$ cat src/rtl/wino_atma_f43_pkg.sv
// Shared constants for the Winograd F(4x4,3x3) output transform:
// the A^T coefficient matrix, word-growth amounts and the tile FSM states.
package wino_f43_pkg;

  localparam int ROW_GROWTH  = 5;
  localparam int TILE_GROWTH = 9;

  localparam logic signed [4:0] AT_COEF [4][6] = '{
    '{ 5'sd1,  5'sd1,  5'sd1,  5'sd1,  5'sd1,  5'sd0},
    '{ 5'sd0,  5'sd1, -5'sd1,  5'sd2, -5'sd2,  5'sd0},
    '{ 5'sd0,  5'sd1,  5'sd1,  5'sd4,  5'sd4,  5'sd0},
    '{ 5'sd0,  5'sd1, -5'sd1,  5'sd8, -5'sd8,  5'sd1}
  };

  typedef enum logic {
    FILL  = 1'b0,
    DRAIN = 1'b1
  } state_t;

endpackage

$ cat src/rtl/wino_atma_f43_if.sv
// Row-in / row-out valid-ready bundle of the F(4x4,3x3) output transform.
interface wino_atma_f43_if import wino_f43_pkg::*; #(
  parameter int DATA_W = 23
);
  localparam int OUT_W = DATA_W + TILE_GROWTH;

  logic                     din_valid;
  logic                     din_ready;
  logic signed [DATA_W-1:0] din0, din1, din2, din3, din4, din5;
  logic                     dout_valid;
  logic                     dout_ready;
  logic signed [OUT_W-1:0]  dout0, dout1, dout2, dout3;
  logic                     dout_last;

  modport master (
    output din_valid, din0, din1, din2, din3, din4, din5, dout_ready,
    input  din_ready, dout_valid, dout0, dout1, dout2, dout3, dout_last
  );

  modport slave (
    input  din_valid, din0, din1, din2, din3, din4, din5, dout_ready,
    output din_ready, dout_valid, dout0, dout1, dout2, dout3, dout_last
  );
endinterface

$ cat src/rtl/wino_atma_f43_at6to4.sv
// Combinational 6-in / 4-out product with A^T; OUT_W must cover the gain
// (at most 20) so every sum is exact.
module wino_at_6to4 import wino_f43_pkg::*; #(
  parameter int IN_W  = 23,
  parameter int OUT_W = 28
) (
  input  logic signed [IN_W-1:0]  x [6],
  output logic signed [OUT_W-1:0] y [4]
);

  always_comb begin
    for (int k = 0; k < 4; k++) begin
      y[k] = '0;
      for (int c = 0; c < 6; c++) begin
        y[k] = y[k] + OUT_W'(x[c]) * OUT_W'(AT_COEF[k][c]);
      end
    end
  end

endmodule

$ cat src/rtl/wino_atma_f43.sv
// Winograd F(4x4,3x3) output transform Y = A^T*M*A: six product rows fill a
// row-transformed tile buffer, then four output rows drain from it.
module wino_atma_f43 import wino_f43_pkg::*; #(
  parameter int DATA_W = 23
) (
  input  logic              clk,
  input  logic              rst,
  wino_atma_f43_if.slave    bus
);

  localparam int MID_W = DATA_W + ROW_GROWTH;
  localparam int OUT_W = DATA_W + TILE_GROWTH;

  state_t     state;
  logic [2:0] row_cnt;
  logic [1:0] out_cnt;
  logic       accept;
  logic       vld_p0;

  logic signed [DATA_W-1:0] din_vec [6];
  logic signed [MID_W-1:0]  t_row   [4];
  logic signed [MID_W-1:0]  tile_p0 [6][4];
  logic signed [MID_W-1:0]  col_in  [4][6];
  logic signed [OUT_W-1:0]  col_out [4][4];

  assign din_vec[0] = bus.din0;
  assign din_vec[1] = bus.din1;
  assign din_vec[2] = bus.din2;
  assign din_vec[3] = bus.din3;
  assign din_vec[4] = bus.din4;
  assign din_vec[5] = bus.din5;

  assign accept = bus.din_valid && (state == FILL);

  // Row stage: A^T applied to the incoming product row
  wino_at_6to4 #(.IN_W(DATA_W), .OUT_W(MID_W)) u_row (
    .x (din_vec),
    .y (t_row)
  );

  always_ff @(posedge clk) begin
    if (accept) begin
      for (int k = 0; k < 4; k++) begin
        tile_p0[row_cnt][k] <= t_row[k];
      end
    end
  end

  // Column stage: A^T applied down each buffer column, row picked by out_cnt
  always_comb begin
    for (int k = 0; k < 4; k++) begin
      for (int r = 0; r < 6; r++) begin
        col_in[k][r] = tile_p0[r][k];
      end
    end
  end

  for (genvar k = 0; k < 4; k++) begin : g_col
    wino_at_6to4 #(.IN_W(MID_W), .OUT_W(OUT_W)) u_col (
      .x (col_in[k]),
      .y (col_out[k])
    );
  end

  always_ff @(posedge clk or posedge rst) begin
    if (rst) begin
      state   <= FILL;
      row_cnt <= '0;
      out_cnt <= '0;
    end else begin
      case (state)
        FILL: begin
          if (bus.din_valid) begin
            if (row_cnt == 3'd5) begin
              state   <= DRAIN;
              row_cnt <= '0;
              out_cnt <= '0;
            end else begin
              row_cnt <= row_cnt + 3'd1;
            end
          end
        end
        DRAIN: begin
          if (bus.dout_ready) begin
            out_cnt <= out_cnt + 2'd1;
            if (out_cnt == 2'd3) state <= FILL;
          end
        end
        default: state <= FILL;
      endcase
    end
  end

  // Outputs decode straight from registered state; the buffer is frozen in DRAIN
  assign vld_p0         = (state == DRAIN);
  assign bus.din_ready  = (state == FILL);
  assign bus.dout_valid = vld_p0;
  assign bus.dout_last  = vld_p0 && (out_cnt == 2'd3);
  assign bus.dout0      = vld_p0 ? col_out[0][out_cnt] : '0;
  assign bus.dout1      = vld_p0 ? col_out[1][out_cnt] : '0;
  assign bus.dout2      = vld_p0 ? col_out[2][out_cnt] : '0;
  assign bus.dout3      = vld_p0 ? col_out[3][out_cnt] : '0;

endmodule

$ cat src/flat_wrapper.sv
// flat-port wrapper written by rule: the top's interface ports become plain ports
module wino_atma_f43_flat import wino_f43_pkg::*;
#(
  parameter int DATA_W = 23
)
  (clk, rst, bus_din_valid, bus_din0, bus_din1, bus_din2, bus_din3, bus_din4, bus_din5, bus_dout_ready, bus_din_ready, bus_dout_valid, bus_dout0, bus_dout1, bus_dout2, bus_dout3, bus_dout_last);
  wino_atma_f43_if #(.DATA_W(DATA_W)) bus_i ();
  input  logic clk;
  input  logic rst;
  input wire logic [$bits(bus_i.din_valid)-1:0] bus_din_valid;
  input wire logic [$bits(bus_i.din0)-1:0] bus_din0;
  input wire logic [$bits(bus_i.din1)-1:0] bus_din1;
  input wire logic [$bits(bus_i.din2)-1:0] bus_din2;
  input wire logic [$bits(bus_i.din3)-1:0] bus_din3;
  input wire logic [$bits(bus_i.din4)-1:0] bus_din4;
  input wire logic [$bits(bus_i.din5)-1:0] bus_din5;
  input wire logic [$bits(bus_i.dout_ready)-1:0] bus_dout_ready;
  output wire logic [$bits(bus_i.din_ready)-1:0] bus_din_ready;
  output wire logic [$bits(bus_i.dout_valid)-1:0] bus_dout_valid;
  output wire logic [$bits(bus_i.dout0)-1:0] bus_dout0;
  output wire logic [$bits(bus_i.dout1)-1:0] bus_dout1;
  output wire logic [$bits(bus_i.dout2)-1:0] bus_dout2;
  output wire logic [$bits(bus_i.dout3)-1:0] bus_dout3;
  output wire logic [$bits(bus_i.dout_last)-1:0] bus_dout_last;
  assign bus_i.din_valid = bus_din_valid;
  assign bus_i.din0 = bus_din0;
  assign bus_i.din1 = bus_din1;
  assign bus_i.din2 = bus_din2;
  assign bus_i.din3 = bus_din3;
  assign bus_i.din4 = bus_din4;
  assign bus_i.din5 = bus_din5;
  assign bus_i.dout_ready = bus_dout_ready;
  assign bus_din_ready = bus_i.din_ready;
  assign bus_dout_valid = bus_i.dout_valid;
  assign bus_dout0 = bus_i.dout0;
  assign bus_dout1 = bus_i.dout1;
  assign bus_dout2 = bus_i.dout2;
  assign bus_dout3 = bus_i.dout3;
  assign bus_dout_last = bus_i.dout_last;
  wino_atma_f43 #(.DATA_W(DATA_W)) u_core (.clk(clk), .rst(rst), .bus(bus_i));
endmodule
$ cat config.mk
export PLATFORM = sky130hd
export DESIGN_NAME = wino_atma_f43_flat
export DESIGN_NICKNAME = d
export VERILOG_FILES = /design/src/rtl/wino_atma_f43_pkg.sv /design/src/rtl/wino_atma_f43_if.sv /design/src/rtl/wino_atma_f43_at6to4.sv /design/src/rtl/wino_atma_f43.sv /design/src/flat_wrapper.sv
export SDC_FILE = /design/constraint.sdc
export NUM_CORES = 2
export LEC_CHECK = 0
export BUFFER_PORTS_ARGS = -buffer_cell sky130_fd_sc_hd__buf_2
export CELL_PAD_IN_SITES_DETAIL_PLACEMENT = 1
export CELL_PAD_IN_SITES_GLOBAL_PLACEMENT = 2
export CORE_UTILIZATION = 47
export DETAILED_ROUTE_END_ITERATION = 6
export GPL_ROUTABILITY_DRIVEN = 0
export PLACE_DENSITY_LB_ADDON = 0.1
export REMOVE_ABC_BUFFERS = 1
export SLEW_MARGIN = 20
export SYNTH_ARGS = -nofsm -noshare
export SYNTH_HDL_FRONTEND = slang
export SYNTH_SLANG_ARGS = --single-unit
$ cat constraint.sdc
create_clock -name clk -period 24.5 [get_ports clk]
set_input_delay 1.225 -clock clk [delete_from_list [all_inputs] [get_ports clk]]
set_output_delay 1.225 -clock clk [all_outputs]
set_load 0.005 [all_outputs]
-- After elaboration in Yosys (flattened, before gate mapping)
Memory sizes are Yosys's and may differ from the RTL's.
Index checks and enable logic that the tools add are counted.
- register bits after elaboration: 6
- RAM bits: 672
- bits of input ports: 142
- output and inout bits: 131
- word-level logic and storage cells: 126
- memories: 1
- memories (name ; depth ; width ; rd ports ; clocked after memory_dff ; write ports ; line ; RTL):
    u_core.tile_p0 ; 6 ; 112 ; 6 ; 0 ; 1 ; wino_atma_f43.sv:22 ; logic signed [MID_W-1:0] tile_p0 [6][4];
- add/sub/neg operators: 82
- $lt $le $gt $ge: 1
- eq/ne operators: 5
- multiplexer cells: 28
- bitwise gates (word level): 2
- reduce and logical (&&, ||, !) cells: 4
- operators with widths (kind ; count):
    $mux 32 ; 12
    $add 32x32->32 ; 8
    $bmux 32 s2 ; 4
    $add 28x28->29 ; 8
    $add 28x32->32 ; 4
    $add 31x28->32 ; 4
    $add 31x30->32 ; 4
    $add 32x28->32 ; 4
    $add 32x29->32 ; 4
    $add 32x31->32 ; 4
    $neg 28->32 ; 4
    $add 29x30->31 ; 4
    $add 30x28->31 ; 4
    $neg 28->31 ; 4
    $add 29x28->30 ; 4
    $neg 28->29 ; 4
    $add 28x28->28 ; 2
    $add 23x23->24 ; 2
    $add 23x28->28 ; 1
    $add 28x23->28 ; 1
    $add 28x24->28 ; 1
    $add 28x26->28 ; 1
    $neg 23->28 ; 1
    $add 26x23->27 ; 1
    other kinds (23) ; 32

-- Longest topological paths before layout
An unclocked memory read counts as a cell.
- depth after elaboration: 10
- mapped depth: 31
- mapped depth without buffers: 31

-- Cells and area by module
From an unflattened synthesis, not the netlist that was laid out.
- cell total of the unflattened synthesis: 7888
- area total of the unflattened synthesis: 85070.3 sq um
- modules (own cells, without submodules) (module ; instances ; cells an instance ; area each (sq um) ; sequential area each (sq um)):
    wino_atma_f43 ; 1 ; 1148 ; 24444.7 ; 20329.5
    wino_at_6to4 (u_core.g_col[2].u_col) ; 1 ; 1443 ; 12766.0 ; 0.0
    wino_at_6to4 (u_core.g_col[3].u_col) ; 1 ; 1405 ; 12577.1 ; 0.0
    wino_at_6to4 (u_core.g_col[0].u_col) ; 1 ; 1376 ; 12475.7 ; 0.0
    wino_at_6to4 (u_core.g_col[1].u_col) ; 1 ; 1394 ; 12446.9 ; 0.0
    wino_at_6to4 (u_core.u_row) ; 1 ; 1122 ; 10359.9 ; 0.0

-- Worst setup path after synthesis
Ideal clock, no wire load.
- path type: input port to flip-flop
- start point: in bus_din_valid
- end point: mem u_core.tile_p0[0][0] (netlist bit), enable pin
- library setup time: 711 ps
- arrival: 8988 ps
- required time: 23789 ps
- slack: 14801 ps
- stages: 3
- buffers on the path: 0
- cell sequence: inv_1 -> or3_1 -> nor3_1
- cells in the longest elaborated chain, start to end: 3
- ends and longest elaborated chain (element ; line ; RTL):
    start, declared ; flat_wrapper.sv:10 ; input wire logic [$bits(bus_i.din_valid)-1:0] bus_din_valid;
    $logic_and 1x1->1 ; wino_atma_f43.sv:33 ; assign accept = bus.din_valid && (state == FILL);
    $mux 1 ; wino_atma_f43.sv:42 ; if (accept) begin
    $mux 1 (not written as such) ; wino_atma_f43.sv:44 ; tile_p0[row_cnt][k] <= t_row[k];
    end, declared ; wino_atma_f43.sv:22 ;
Every way passes these cells.

==> key figures <==
Die
  – Die width: between 400 and 500 um
  – Starting density of the core: 0.475
  – Die H: approximately 420 um
  – # IOs: 273
  – Die area: roughly 180,000 um^2
  – Placeable core region: between 150,000 and 200,000 um^2
  – Rows: around 150

Clock network
  – Post-CTS Hold Buffers: 0
  – H-tree depth: 3
  – Number of gates resized after cts: 0
  – CTS Buffer Depth: 3
  – CTS tree: built
  – Post-CTS Setup Inserts: 0
  – Clock Sinks: 660
  – Root Buffer: clkbuf_16
  – Num CTS Buffers: 84
  – Insertion delay to the later sink of the worst-skew pair: roughly 0.73 ns
  – Worst-path clk slew: 0.07 ns

Run status
  – Status: finished clean

Setup path
  – CP max stage cell: a2111oi_1
  – Crit path to: bus_dout1[26]
  – CP startpoint kind: register
  – RR Endpoint: u_core.tile_p0[3][83]
  – Critical Path Fanout Max: 3
  – Setup crit end kind: primary output
  – Worst path max stage delay: approximately 0.93 ns
  – Reg2Reg Depth: 5
  – Critical register-to-register path startpoint: u_core.bus.dout_valid
  – Reg2Reg Setup Slack: 20.53 ns
  – Worst Setup SP: u_core.tile_p0[1][56]
  – Worst Path Required: between 20 and 25 ns
  – CP Data Arrival Time: around 9 ns
  – CP Class: reg2out
  – Most common cell on crit path: inv_1

Drt
  – Routed WL per cell: ~27 um
  – DR vias/cell: 5.93
  – Post-Route WL: 297 mm
  – DRT iter0 DRCs: between 4k and 5k
  – Vias: between 60k and 70k
  – DR DRC count: 0
  – Router iterations before antenna repair: 6
  – Number of nets with antenna violations after routing: 0

Timing
  – Slew Limit Headroom: 0.209
  – Final worst slack: roughly 14 ns
  – Unrepaired setup endpoints after global routing: no
  – FMAX: just under 100 MHz
  – Post-route minimum period: between 10 and 15 ns
  – Final hold vios: 0
  – Final period utilization: 0.413
  – Setup tns final: 0 ns
  – Clock Skews: between 0.03 and 0.04 ns
  – Worst-margin pin slew: around 1.2 ns
  – Slew Limit Fails: 0
  – Final setup fails: 0

Global route
  – Initial antenna violation count: 21
  – GRT overflow: 0
  – Pin count of the biggest net entering global routing: just over 100
  – First-pass GRT wire length: between 400 and 500 mm
  – GRT Resource Usage Total: 0.332
  – Vias in the first global route: roughly 70k

Yosys
  – Yosys Warn Count: 0
  – Instance count of the mapped netlist: between 8k and 9k
  – Asr flop ratio synth: 0.00909
  – Mean post-synth cell area: ~10 um^2
  – Count of flip-flops with a built-in enable after synthesis: approximately 650
  – Unique masters post-synth: just under 90
  – Commonest register cell after synthesis: edfxtp_1
  – #FFs+latches synth: 660
  – Seq/Total Area, Yosys: 0.236
  – Synth Cell Area: 84,000 um^2

Cells and area
  – Nets: 10.5k
  – Layout area overhead: 8.74%
  – Commonest non-fill, non-tap cell in the layout: inv_1
  – Fraction of layout cells with a size suffix above 1: 0.0670
  – Commonest cells after routing, fill and taps aside: 1,221 x inv_1, 1,059 x fa_1, 801 x ha_1, 654 x edfxtp_1, 586 x a21oi_1

Place
  – PortBufs: ~270
  – Post-detailed-placement half-perimeter wirelength: 245 mm
  – Post-placement worst setup slack: around 15 ns

Min path
  – Worst min path class: in2async

Run
  – Max Cap Viol: 0
-- flip-flops by register name, summed over array words and instances, names as in the netlist --
| register | count |
|---|---|
| u_core.tile_p0 | 654 |
| u_core.row_cnt | 3 |
| u_core.bus.dout_valid | 1 |
| u_core.out_cnt | 2 |
-- cells by family (layout without fill, tap and decap cells) --
kind of cell / Yosys count / after routing / share of synthesized area
simple gates: 1605 / 1605 / 0.0947
flops: 660 / 660 / 0.236
other cells: 0 / 6 / 0
fa+ha+maj: 1860 / 1860 / 0.372
xor+xnor: 761 / 761 / 0.0799
mux: 51 / 51 / 0.0119
buf+inv: 1319 / 1707 / 0.0590
compound gates: 1918 / 1918 / 0.147
-- Yosys cell counts (39+ instances only) --
| master | count | area, um^2 |
|---|---|---|
| nor2_1 | 452 | 1700 |
| nor2b_1 | 101 | 632 |
| o21bai_1 | 77 | 578 |
| nand2b_1 | 118 | 738 |
| nand3_1 | 105 | 526 |
| a31oi_1 | 66 | 413 |
| nand2_1 | 307 | 1150 |
| o211ai_1 | 41 | 308 |
| xor2_1 | 333 | 2920 |
| and3_1 | 54 | 338 |
| mux4_2 | 39 | 878 |
| o21ai_1 | 58 | 290 |
| inv_1 | 1223 | 4590 |
| clkbuf_1 | 69 | 259 |
| nor4_1 | 39 | 244 |
| ha_1 | 801 | 10000 |
| fa_1 | 1059 | 21200 |
| o21ai_0 | 278 | 1390 |
| nor3_1 | 162 | 811 |
| a21o_1 | 298 | 2240 |
| o31ai_1 | 39 | 293 |
| xnor2_1 | 424 | 3710 |
| a21oi_1 | 586 | 2930 |
| o21a_1 | 105 | 788 |
| a211oi_1 | 86 | 646 |
| or3_1 | 92 | 576 |
| edfxtp_1 | 654 | 19600 |
-- area by class of cell --
type / count / area (um^2)
diodes: 6 / 15.0
clock buffers: 101 / 2170
clock inverters: 49 / 671
fillers: 19543 / 85500
inverters: 1229 / 4630
multi-input cells: 6195 / 59300
flip-flops and latches: 660 / 19800
well taps: 2340 / 2930
repair buffers: 328 / 1810
-- worst min-delay path by stage --
stage / from / endpoint / slack (ns) / depth (start not counted)
final: rst / u_core.out_cnt[1] / 0.42 / 2
after global routing: rst / u_core.row_cnt[2] / 0.41 / 2
after CTS: rst / u_core.bus.dout_valid / 0.38 / 2
after detailed placement: u_core.row_cnt[0] / u_core.row_cnt[0] / 0.54 / 2
after global placement: u_core.row_cnt[0] / u_core.row_cnt[0] / 0.50 / 2
after floorplan: u_core.row_cnt[0] / u_core.row_cnt[0] / 0.49 / 2
-- stage by stage --
stage,hold slack (ns),std cells,util,instance area [um^2]
floorplan,0.488,8084,-,83700
global placement,0.505,10752,0.500,88500
detailed placement,0.538,10752,0.500,88500
CTS,0.379,10902,0.516,91300
global route,0.409,10907,0.516,91300
finish,0.420,10908,0.516,91300
-- per-layer routing --
layer,part of all wire,vias to the layer above,track usage
met5,0.00022,-,0
met4,0.057,12,0.163
met3,0.049,525,0.0396
met2,0.47,1765,0.548
met1,0.42,33390,0.432
li1,-,28968,-
-- worst max-delay path: cells and delay by family, from the launching register on --
family	cells	cell delay, ns
and+or+nand+nor	5	0.94
adders and majority gates	5	1.90
buffers and inverters	6	0.54
muxes	1	0.47
DFF	1	0.42
AOI/OAI and AO/OA	12	3.62
xor gates and xnor gates	2	0.30
Power is left out: the tool's default activity adds up to more than one toggle a clock period on the data nets, which glitch-free logic cannot reach.
